<file path="config.mk">
export PLATFORM = sky130hd
export DESIGN_NAME = cordic_scheduler
export DESIGN_NICKNAME = d
export VERILOG_FILES = /design/src/rtl/cordic_scheduler.sv
export SDC_FILE = /design/constraint.sdc
export NUM_CORES = 1
export LEC_CHECK = 0
export ABC_AREA = 1
export CORE_MARGIN = 8
export CORE_UTILIZATION = 30
export DETAILED_ROUTE_END_ITERATION = 12
export REMOVE_ABC_BUFFERS = 1
export SYNTH_ARGS = -nofsm -noshare
export SYNTH_HDL_FRONTEND = slang
export SYNTH_SLANG_ARGS = --single-unit
</file>
<file path="constraint.sdc">
create_clock -name clk -period 3.05 [get_ports clk]
set_clock_uncertainty 0.1 [all_clocks]
set_input_delay 0.305 -clock clk [delete_from_list [all_inputs] [get_ports clk]]
set_output_delay 0.305 -clock clk [all_outputs]
set_load 0.01 [all_outputs]
</file>
<file path="src/rtl/cordic_scheduler.sv">
// Round-robin front end sharing one iterative CORDIC core between requesters.
// Grants one angle, sequences load and iteration strobes, and returns a tagged result.
module cordic_scheduler #(
  parameter int NUM_REQ           = 4,
  parameter int ID_WIDTH          = 2,
  parameter int ANGLE_WIDTH       = 16,
  parameter int ITERATION_NUMBER  = 6,
  parameter int ITER_CNT_WIDTH    = 3,
  parameter int SECTOR_FLAG_WIDTH = 2
) (
  input  logic                             clk,
  input  logic                             rst,
  input  logic [NUM_REQ-1:0]               req_valid,
  input  logic [NUM_REQ*ANGLE_WIDTH-1:0]   req_degree,
  output logic [NUM_REQ-1:0]               req_ready,
  output logic [ANGLE_WIDTH-1:0]           core_degree,
  input  logic [SECTOR_FLAG_WIDTH-1:0]     quadrant_in,
  output logic                             core_load,
  output logic                             core_iter_en,
  output logic [ITER_CNT_WIDTH-1:0]        core_iter_idx,
  output logic                             res_valid,
  input  logic                             res_ready,
  output logic [ID_WIDTH-1:0]              res_id,
  output logic [SECTOR_FLAG_WIDTH-1:0]     res_quadrant,
  output logic                             res_err
);

  typedef enum logic [1:0] {IDLE, LOAD, ITER, DONE} state_t;

  localparam logic signed [ANGLE_WIDTH-1:0] MAX_DEG =
    ANGLE_WIDTH'(180);
  localparam logic signed [ANGLE_WIDTH-1:0] MIN_DEG =
    ANGLE_WIDTH'(-180);
  localparam logic [ITER_CNT_WIDTH-1:0] LAST_IDX =
    ITER_CNT_WIDTH'(ITERATION_NUMBER - 1);
  localparam logic [ID_WIDTH-1:0] LAST_ID =
    ID_WIDTH'(NUM_REQ - 1);

  state_t                         state;
  logic [ID_WIDTH-1:0]            ptr;
  logic [ID_WIDTH-1:0]            gnt_id;
  logic                           gnt_any;
  logic                           gnt_err;
  logic signed [ANGLE_WIDTH-1:0]  gnt_deg;
  int                             pos;

  // Scan from the pointer upward with wrap; first valid slot wins.
  always_comb begin
    gnt_any = 1'b0;
    gnt_id  = '0;
    gnt_deg = '0;
    pos     = 0;
    for (int k = 0; k < NUM_REQ; k++) begin
      pos = (int'(ptr) + k) % NUM_REQ;
      if (!gnt_any && req_valid[ID_WIDTH'(pos)]) begin
        gnt_any = 1'b1;
        gnt_id  = ID_WIDTH'(pos);
      end
    end
    for (int i = 0; i < NUM_REQ; i++) begin
      if (gnt_id == ID_WIDTH'(i))
        gnt_deg = req_degree[i*ANGLE_WIDTH +: ANGLE_WIDTH];
    end
  end

  assign gnt_err = (gnt_deg > MAX_DEG) || (gnt_deg < MIN_DEG);

  assign req_ready = (state == IDLE && gnt_any && !rst) ?
                     (NUM_REQ'(1) << gnt_id) : '0;

  always_ff @(posedge clk or posedge rst) begin
    if (rst) begin
      state         <= IDLE;
      ptr           <= '0;
      core_degree   <= '0;
      core_load     <= 1'b0;
      core_iter_en  <= 1'b0;
      core_iter_idx <= '0;
      res_valid     <= 1'b0;
      res_id        <= '0;
      res_quadrant  <= '0;
      res_err       <= 1'b0;
    end else begin
      core_load    <= 1'b0;
      core_iter_en <= 1'b0;
      unique case (state)
        IDLE: begin
          if (gnt_any) begin
            core_degree <= gnt_deg;
            res_id      <= gnt_id;
            res_err     <= gnt_err;
            ptr         <= (gnt_id == LAST_ID) ? '0 : gnt_id + 1'b1;
            if (gnt_err) begin
              res_quadrant <= '0;
              res_valid    <= 1'b1;
              state        <= DONE;
            end else begin
              core_load <= 1'b1;
              state     <= LOAD;
            end
          end
        end
        LOAD: begin
          res_quadrant  <= quadrant_in;
          core_iter_en  <= 1'b1;
          core_iter_idx <= '0;
          state         <= ITER;
        end
        ITER: begin
          if (core_iter_idx == LAST_IDX) begin
            core_iter_idx <= '0;
            res_valid     <= 1'b1;
            state         <= DONE;
          end else begin
            core_iter_en  <= 1'b1;
            core_iter_idx <= core_iter_idx + 1'b1;
          end
        end
        DONE: begin
          if (res_ready) begin
            res_valid <= 1'b0;
            state     <= IDLE;
          end
        end
        default: state <= IDLE;
      endcase
    end
  end

endmodule

</file>
== Word-level counts from Yosys, hierarchy flattened ==
Cells that the tools add are included.
Word-level totals
  register bits after elaboration: 31
  input bits: 73
  output and inout bits: 31
  logic and storage cells: 98
Operators by class
  add/subtract/negate cells: 5
  $lt $le $gt $ge: 6
  equal/unequal tests: 11
  shift operators: 1
  muxes and demuxes: 46
  reductions and logical operators: 19
Operators by type and width (count)
  16-bit two-way mux: 4
  2-bit two-way mux: 11
  1-bit two-way mux: 20
  16-bit by 9-bit > comparator with 1-bit output (second input constant): 1
  16-bit by 9-bit < comparator with 1-bit output (second input constant): 1
  2-bit by 4-bit < comparator with 1-bit output (second input constant): 4
  1-bit binary-select mux with 2-bit select: 4
  2-bit == test (second input constant): 4
  2-bit != test (second input constant): 4
  2-bit case mux with 4 select lines: 1
  3-bit case mux with 2 select lines: 1
  3-bit AND reduction: 2
  1-bit logical AND: 5
  5-bit AND reduction: 1
  2-bit by 1-bit adder with 2-bit output (second input constant): 2
  2-bit adder (second input constant): 2
  2-bit by 1-bit == test with 1-bit output (second input constant): 2
  1-bit zero test: 4
  2-bit zero test: 2
  4-bit two-way mux: 1
  2-bit case mux with 2 select lines: 1
  2-bit nonzero test: 2
  1-bit by 2-bit left shift with 4-bit output (first input constant): 1
  3-bit by 1-bit adder with 3-bit output (second input constant): 1
  7 further kinds: 7

== Depth between registers and ports, before layout ==
Gate-level depths: netlist of the first run.
  word-level depth: 23
  gate-level depth with buffers: 29
  mapped depth without buffers: 28

== Least setup slack after synthesis of the first run ==
No wires, ideal clock.
  kind: register -> register
  start point: register ptr[0]
  end point: register res_err
  setup time: 118 ps
  data arrival time: 2820 ps
  required time: 2832 ps
  path slack: 11 ps
  cell stages (with the launch flop): 23
  path buffers: 2
  path through: dfrtp_1 xor2_2 inv_2 or2_0 nand2_2 nand3_1 nor2_1 inv_1 nand2_2 inv_1 ha_1 buf_4 buf_6 a21oi_1 nand2_1 a21oi_2 nand2_1 nor2_1 nand4_1 nand3_1 nand2_2 nor2_1 nor2_1
Between the ends
  cells in the longest elaborated chain, start to end: 20
  elaborated cells between the ends (all ways): 41
RTL lines
  start, declared: line 40  | logic [ID_WIDTH-1:0] ptr;
  start signal, assigned: line 92  | ptr <= (gnt_id == LAST_ID) ? '0 : gnt_id + 1'b1;
  parallel branches: the longest is 12 deep, another holds 2-bit by 1-bit adder with 2-bit output
  2-bit two-way mux *: line 55  | if (!gnt_any && req_valid[ID_WIDTH'(pos)]) begin
  net gnt_id[1]: line 41  | logic [ID_WIDTH-1:0] gnt_id;
  2-bit zero test: line 61  | if (gnt_id == ID_WIDTH'(i))
  16-bit two-way mux (3 in series): line 61
  16-bit two-way mux *: line 61
  16-bit by 9-bit > comparator with 1-bit output or 16-bit by 9-bit < comparator with 1-bit output (tied branches): line 66  | assign gnt_err = (gnt_deg > MAX_DEG) || (gnt_deg < MIN_DEG);
  1-bit logical OR *: line 66
  end signal, assigned: line 91  | res_err <= gnt_err;
  end, declared: line 25  | output logic res_err
Mark *: on every way through the listed nets, which the timed path passes. The select of a mux whose other input is x is not followed.
A chain may end at the register's enable or synchronous reset.

== Worst setup path in the final report of the first run ==
  start point: register ptr[0]
  end point: register res_quadrant[1]
Between the ends
  cells in the longest elaborated chain, start to end: 22
  elaborated cells between the ends (all ways): 43
RTL lines
  parallel branches: the longest is 12 deep, another holds 2-bit by 1-bit adder with 2-bit output
  2-bit two-way mux *: line 55
  net gnt_id[1]: line 41
  2-bit zero test: line 61
  16-bit two-way mux (3 in series): line 61
  16-bit two-way mux *: line 61
  16-bit by 9-bit > comparator with 1-bit output or 16-bit by 9-bit < comparator with 1-bit output (tied branches): line 66
  1-bit logical OR *: line 66
  2-bit != test (no source line) *
  3-bit AND reduction (no source line) *
  end signal, assigned: line 104  | res_quadrant <= quadrant_in;
  end, declared: line 24  | output logic [SECTOR_FLAG_WIDTH-1:0] res_quadrant,
Marks and branches as above.

==> results of run 1 <==
==> cells by family (layout without fill, tap and decap cells) <==
logic type,count (synthesis),in the layout,synth area share
and+or+nand+nor,223,223,0.380
AOI/OAI and AO/OA,62,62,0.160
buffers and inverters,60,213,0.112
DFF,31,31,0.303
adders and majority gates,8,8,0.0391
xor gates and xnor gates,1,1,0.00636
==> metrics by stage <==
| stage | worst slack (ns) | hold slack, ns | setup TNS [ns] | instance area (µm²) |
|---|---|---|---|---|
| 4_1_cts | -0.0614 | 0.375 | -0.246 | 4290 |
| 3_3_place_gp | -0.555 | 0.356 | -4.25 | 4010 |
| 6_report | -0.119 | 0.369 | -0.558 | 4340 |
| 3_5_place_dp | -0.615 | 0.358 | -4.69 | 4010 |
| 5_1_grt | -0.340 | 0.409 | -1.86 | 4340 |
| 2_1_floorplan | -0.197 | 0.325 | -0.980 | 2450 |
==> cells in the mapped netlist, drive strengths merged <==
cell	count	area (µm²)
a21boi	4	30.0
a21oi	26	141
buf	13	104
clkbuf	1	3.75
dfrtp	31	776
ha	8	100
inv	46	178
nand2	144	594
nand3	20	105
nand3b	2	15.0
nand4	3	18.8
nor2	50	213
o211a	1	10.0
o21ai	30	221
o22ai	1	6.26
or2	4	25.0
xor2	1	16.3
==> cell type report <==
cell class              count  area share
clock inverters             1     0.00115
repair buffers            160       0.344
well taps                 105      0.0303
inverters                  46      0.0433
clock buffers               6      0.0190
multi-input cells         294       0.383
flip-flops and latches     31       0.179
==> state kept, by name, summed over array words and instances, names as in the netlist <==
signal / count
res_valid: 1
res_err: 1
core_iter_en: 1
ptr: 2
core_load: 1
core_degree: 16
core_iter_idx: 3
res_id: 2
state: 2
res_quadrant: 2
==> worst register-to-register path, delay by kind of cell (launching register included) <==
family	cells	cell delay, ns
flops	1	0.49
fa+ha+maj	1	0.18
buf+inv	5	0.54
compound gates	4	0.48
simple gates	15	1.29
==> cells in the final DEF (no fill, tap or decap), types with 2 or more instances in the layout <==
cell type          n
ha_4               4
nand2_2           26
buf_4             53
or2_2              3
inv_4              6
inv_2              5
nor2_4             4
a21boi_2           3
nor2_1            44
o21ai_2           23
a21oi_2            5
nand3_2            4
nand3_1           16
dfrtp_1           30
clkbuf_8           6
ha_1               4
clkdlybuf4s50_1   99
a21oi_1           20
clkbuf_2           2
nand4_1            3
inv_1             35
buf_12             3
nand3b_1           2
nand2_1          116
nor2_2             2
o21ai_1            6
==> worst min-delay path by stage <==
stage | slack, ns | endpoint | cells past startpoint
5_1_grt | 0.41 | core_degree[2]$_DFFE_PP0P_ | 2
4_1_cts | 0.37 | res_quadrant[0]$_DFFE_PP0P_ | 2
3_3_place_gp | 0.36 | res_quadrant[1]$_DFFE_PP0P_ | 2
6_report | 0.37 | res_quadrant[0]$_DFFE_PP0P_ | 2
3_5_place_dp | 0.36 | res_quadrant[0]$_DFFE_PP0P_ | 2
2_1_floorplan | 0.32 | core_degree[0]$_DFFE_PP0P_ | 1
==> repair_timing <==
| action | in CTS | in global routing |
|---|---|---|
| setup buffers | 9 | 0 |
| pin swaps | 11 | 6 |
| setup endpoints to repair | 10 | 11 |
| resized for setup | 38 | 21 |
==> routing by layer <==
layer  up-vias  track usage
met1      1282        0.175
met2       109        0.246
met3        12       0.0529
met4         0       0.0342
li1       1501            -
met5         -            0
==> results.tsv, run 1 <==
metric	value	unit
status	finished with violations	
violations	negative setup slack	
fill_cells	841	
setup_ws	-0.119	ns
yosys_warnings	0	
seqCellArea	777	µm²
start_util	0.310	
post-route-period-util	1.04	
critPathCapture	res_quadrant[1]$_DFFE_PP0P_	
htree_levels	2	
antenna_left	0	
rrSetupSlack	-0.12	ns
fp.dieH	108	µm
rsz0062_at_grt	true	
timing.critical_path.mode_cell	nand2_1	
end_kind	flop	
setup_viol	6	
worstPathMaxFanout	12	
netlist_area	0.00256	mm²
final_util	0.525	
startpoint	ptr[0]$_DFFE_PP0P_	
cts_tree	yes	
worstReg2RegStart	ptr[0]$_DFFE_PP0P_	
startpoint_type	flop	
dp_cells	627	
grt_max_degree	37	
clock_latency	0.28	ns
avgSynthCellArea	6.64	µm²
drive_gt1_frac	0.290	
cp.depth	25	
drt_first_iter_violations	102	
fp.coreArea	0.00826	mm²
viasPerCell	4.52	
diodes	0	
pin_count	104	
first_pass_iters	4	
die-area	0.0117	mm²
yosysUniqueCellTypes	31	
hold_start	res_quadrant[0]$_DFFE_PP0P_	
clk_pin_slew_worst_paths	0.06	ns
dp_hpwl	6850	µm
fin_crit	3.17	ns
wl_met2	3930	µm
gp_congestion	0.909	
hp-class	reg2reg	
relSlewSlack	0.645	
drt-met1-wl	3820	µm
cp_slowest_stage_delay	0.49	ns
path_class	reg2reg	
root_buffer	clkbuf_8	
die_w	108	µm
crit_required	3.12	ns
synth-seq-cells	31	
vias	2904	
fmax	316	MHz
grt-ovfl-total	0	
drc	0	
maxCapViolCount	0	
syn-instance-count	385	
hold_buffers	0	
reg2reg_depth	25	
nets	619	
instances_no_fill	643	
rows	33	
wl_met3	753	µm
grt_pass1_wl	13900	µm
cts-buffers-inserted	5	
cts_buffer_depth	2	
top_layer_used	met4	
routedWlPerCell	13.4	µm
clkSinkCount	31	
port_buffers	103	
cp.buffers_inverters	5	
antenna_found_initial	0	
multi_input_area	0.00166	mm²
synth_seq_area_share	0.303	
crit_arrival	3.24	ns
syn_to_final_growth	69.6	%
final-max-slew-violation-count	0	
hold_viol_final	0	
grt_pass1_vias	2982	
gr-usage-all-layers	0.147	
tightest_slew	0.533	ns
worstReg2RegEnd	res_quadrant[1]$_DFFE_PP0P_	
drt-total-wl	8620	µm
crit_family	simple AND/OR/NAND/NOR gates	
slowest_stage	dfrtp_2	
Power of run 1 is not shown: default switching activity piles up to over one toggle a cycle in this logic, so the estimate is an artifact.
==> run 2, diff against run 1 <==
--- a/config.mk
+++ b/config.mk
@@ -8,8 +8,9 @@
 export ABC_AREA = 1
 export CORE_MARGIN = 8
 export CORE_UTILIZATION = 30
+export CTS_CLUSTER_SIZE = 8
 export DETAILED_ROUTE_END_ITERATION = 12
-export REMOVE_ABC_BUFFERS = 1
+export SETUP_SLACK_MARGIN = 0.5
 export SYNTH_ARGS = -nofsm -noshare
 export SYNTH_HDL_FRONTEND = slang
 export SYNTH_SLANG_ARGS = --single-unit
==> run 2 against run 1 <==
Hold slack better by 0.016 ns. Critical path type unchanged. The run still ends with negative setup slack left. Critical path depth is the same. Register-to-register slack got worse by 0.04 ns. Final area grew 6.4%.
==> results.tsv, run 2 (same netlist as run 1, synthesis figures left out) <==
metric	value	unit
final-max-slew-violation-count	0	
viasPerCell	4.55	
root_buffer	clkbuf_8	
maxCapViolCount	0	
tightest_slew	0.436	ns
rows	33	
nets	630	
worstReg2RegStart	ptr[0]$_DFFE_PP0P_	
hp-class	reg2reg	
hold_buffers	0	
startpoint	ptr[0]$_DFFE_PP0P_	
drive_gt1_frac	0.340	
worstReg2RegEnd	state[1]$_DFFE_PP0P_	
cts-buffers-inserted	5	
reg2reg_depth	25	
rrSetupSlack	-0.16	ns
timing.critical_path.mode_cell	nand2_1	
clk_pin_slew_worst_paths	0.07	ns
tns	-0.862	ns
clkSinkCount	31	
status	finished with violations	
hold_start	res_quadrant[0]$_DFFE_PP0P_	
crit_family	simple AND/OR/NAND/NOR gates	
cts_tree	yes	
first_pass_iters	4	
vias	2980	
clock_latency	0.28	ns
gr-usage-all-layers	0.151	
grt-ovfl-total	0	
top_register	core_degree	
stdcell_area	0.00462	mm²
grt_pass1_wl	14100	µm
placed_cell_area	0.00398	mm²
grt_pass1_vias	2977	
post-route-period-util	1.05	
final_cell_mix	nand2_1, clkdlybuf4s50_1, buf_4	
cp_slowest_stage_delay	0.50	ns
synth_fp_nets	466	
crit_arrival	3.28	ns
diodes	0	
rsz0062_at_grt	true	
grt_max_degree	37	
violations	negative setup slack	
gp_congestion	0.847	
drt_first_iter_violations	121	
cp.buffers_inverters	7	
mostFrequentLayoutCell	nand2_1	
crit_required	3.12	ns
holdPathEnd	res_quadrant[0]$_DFFE_PP0P_	
routedWlPerCell	14.1	µm
whs_path_depth	2	
syn_to_final_growth	80.5	%
antenna_left	0	
end_kind	flop	
fmax	312	MHz
largest_reg_flops	16	
die-area	0.0117	mm²
setup_ws	-0.159	ns
slowest_stage	dfrtp_2	
cp.depth	25	
fin_crit	3.21	ns
port_buffers	103	
htree_levels	2	
cts_buffer_depth	2	
antenna_found_initial	0	
startpoint_type	flop	
hold_viol_final	0	
path_class	reg2reg	
drc	0	
drt-total-wl	9240	µm
dp_hpwl	6840	µm
fp.coreArea	0.00826	mm²
setup_viol	7	
relSlewSlack	0.709	
reg.largest.list	core_degree x16, core_iter_idx x3	
worstPathMaxFanout	7	
fp.dieH	108	µm
die_w	108	µm
pin_count	104	
start_util	0.310	
-- run 2: how the worst max path moves through the flow --
stage | slack [ns] | to
after floorplan | 0.09 | res_err$_DFFE_PP0P_
final | -0.16 | state[1]$_DFFE_PP0P_
after global placement | -0.44 | res_err$_DFFE_PP0P_
after detailed placement | -0.56 | res_err$_DFFE_PP0P_
after global routing | -0.41 | state[1]$_DFFE_PP0P_
after CTS | -0.09 | state[1]$_DFFE_PP0P_
-- run 2: tightest hold or removal path, stage by stage, from the launching register on --
cell	delay [ns]
dfrtp_1	0.35
nand2_1	0.06
nand2_1	0.05
-- run 2: area by class of cell --
| class | count | area (µm²) |
|---|---|---|
| clock buffer | 6 | 82.6 |
| inverter | 46 | 200 |
| tap | 105 | 131 |
| clock inverter | 2 | 35.0 |
| timing repair buffer | 171 | 1640 |
| multi-input combinational | 294 | 1750 |
| fill | 801 | 3640 |
| sequential | 31 | 777 |
-- run 2: per-layer routing --
metal	wire length, µm	vias to the layer above	global-route usage
li1	-	1533	-
met1	3810	1342	0.177
met2	4590	93	0.268
met3	683	12	0.0357
met4	144	0	0.0420
met5	0	-	0
-- run 2: what timing repair did --
| item | 4_1_cts | 5_1_grt |
|---|---|---|
| pin swaps | 24 | 14 |
| buffers inserted | 17 | 11 |
| resized for setup | 58 | 39 |
| setup endpoints to repair | 26 | 29 |
| endpoints found under the hold margin | 0 | 0 |
-- run 2: through the flow --
step	setup slack (ns)	std cells	utilization	hold slack, ns
final	-0.159	655	0.559	0.385
after global routing	-0.413	655	0.559	0.411
after CTS	-0.0872	644	0.531	0.380
after detailed placement	-0.564	619	0.482	0.365
after global placement	-0.440	619	0.482	0.365
after floorplan	0.0884	385	-	0.325
Power of run 2 is left out for the same reason.
==> run 3, diff against run 2 <==
--- a/config.mk
+++ b/config.mk
@@ -6,7 +6,6 @@
 export NUM_CORES = 1
 export LEC_CHECK = 0
 export ABC_AREA = 1
-export CORE_MARGIN = 8
 export CORE_UTILIZATION = 30
 export CTS_CLUSTER_SIZE = 8
 export DETAILED_ROUTE_END_ITERATION = 12
@@ -14,3 +13,4 @@
 export SYNTH_ARGS = -nofsm -noshare
 export SYNTH_HDL_FRONTEND = slang
 export SYNTH_SLANG_ARGS = --single-unit
+export TNS_END_PERCENT = 1
==> run 3 against run 2 <==
The run still ends with negative setup slack left. First-iteration DRC count is 13% higher. Via count is 3.0% lower. Clock-buffer cell count stayed put. Non-clock buffer count shrank 17. Critical endpoint is now res_quadrant[1]$_DFFE_PP0P_.
==> results.tsv, run 3 (same netlist as run 1, synthesis figures left out) <==
metric	value	unit
setup_ws	-0.0531	ns
pin_count	104	
clkSinkCount	31	
fill_cells	811	
die-area	0.00890	mm²
port_buffers	103	
relSlewSlack	0.660	
hp-class	reg2reg	
dp_slack	-0.575	ns
grt-ovfl-total	0	
vias	2891	
final-max-slew-violation-count	0	
top_register	core_degree	
status	finished with violations	
fp.dieH	94.3	µm
start_util	0.311	
reg.largest.list	core_degree x16, core_iter_idx x3	
nets	613	
drt_first_iter_violations	137	
mostFrequentLayoutCell	nand2_1	
drc	0	
cts_buffer_depth	2	
cts_tree	yes	
synth_fp_nets	466	
antenna_left	0	
fp.coreArea	0.00822	mm²
hold_buffers	0	
crit_required	3.13	ns
rsz0062_at_grt	true	
path_class	reg2reg	
seqCellArea	777	µm²
maxCapViolCount	0	
grt_pass1_wl	12500	µm
fin_crit	3.10	ns
multi_input_area	0.00171	mm²
hold_viol_final	0	
antenna_found_initial	0	
startpoint_type	flop	
grt_max_degree	37	
setup_viol	4	
post-route-period-util	1.02	
crit_arrival	3.18	ns
fmax	322	MHz
grt_pass1_vias	2666	
drive_gt1_frac	0.313	
die_w	94.3	µm
gp_congestion	0.870	
largest_reg_flops	16	
clock_latency	0.28	ns
syn_to_final_growth	70.5	%
end_kind	flop	
viasPerCell	4.53	
root_buffer	clkbuf_8	
final_cell_mix	nand2_1, clkdlybuf4s50_1, buf_4	
drt-total-wl	8050	µm
rows	33	
worstPathMaxFanout	7	
tightest_slew	0.510	ns
clk_pin_slew_worst_paths	0.07	ns
violations	negative setup slack	
dp_hpwl	6230	µm
htree_levels	2	
diodes	0	
cts-buffers-inserted	5	
first_pass_iters	5	
routedWlPerCell	12.6	µm
gr-usage-all-layers	0.182	
-- run 3: repair_timing --
item,CTS,global route
gates resized for setup,48,24
setup endpoints to repair,26,27
setup buffers,5,4
pin swaps,14,25
-- run 3: worst max-delay path, cell delays in order (launching register included) --
cell and delay [ns]:
dfrtp_2 0.50, inv_4 0.11, nand2_1 0.07, o21ai_2 0.07
nand2_1 0.08, o21ai_2 0.11, nor2_4 0.07, nand3_1 0.07
o211a_1 0.16, nand2_2 0.07, buf_4 0.14, ha_4 0.18
buf_4 0.14, a21oi_2 0.11, nand2_2 0.08, a21oi_4 0.21
inv_2 0.06, a21oi_2 0.12, nand2_1 0.07, nand2_1 0.07
nand3_2 0.10, nand2_4 0.12, nand2_2 0.07, nand2_1 0.06
nand2_1 0.04
-- run 3: worst paths after layout --
kind	from	endpoint	slack (ns)	depth (start not counted)
worst max-delay path	ptr[0]$_DFFE_PP0P_	res_quadrant[1]$_DFFE_PP0P_	-0.05	24
worst min-delay path	res_valid$_DFFE_PP0P_	res_valid$_DFFE_PP0P_	0.38	2
worst max register to register	ptr[0]$_DFFE_PP0P_	res_quadrant[1]$_DFFE_PP0P_	-0.05	24
worst min register to register	res_valid$_DFFE_PP0P_	res_valid$_DFFE_PP0P_	0.38	2
max in group asynchronous	rst	ptr[0]$_DFFE_PP0P_	2.06	3
min in group asynchronous	rst	core_degree[13]$_DFFE_PP0P_	0.48	3
-- run 3: stage by stage --
step	area, µm²	hold WS [ns]	cells	setup TNS, ns	util
after floorplan	2610	0.325	385	0	-
after global placement	3990	0.373	621	-3.24	0.485
after detailed placement	3990	0.371	621	-4.11	0.485
after CTS	4270	0.388	634	-0.0576	0.520
after global routing	4360	0.409	638	-1.63	0.531
final	4360	0.382	638	-0.166	0.531
-- run 3: area by class of cell --
cell class,count,area share
Sequential cell,31,0.178
Multi-Input combinational cell,294,0.393
Clock buffer,6,0.0189
Timing Repair Buffer,154,0.327
Inverter,46,0.0442
Clock inverter,2,0.00803
Tap cell,105,0.0301
-- run 3: layer usage --
layer | up-vias | global-route usage | wire length [µm]
met5 | - | 0 | 0
met4 | 0 | 0.0308 | 38
met3 | 5 | 0.0354 | 522
met2 | 84 | 0.307 | 3770
met1 | 1303 | 0.243 | 3730
li1 | 1499 | - | -
Power of run 3 is left out for the same reason.
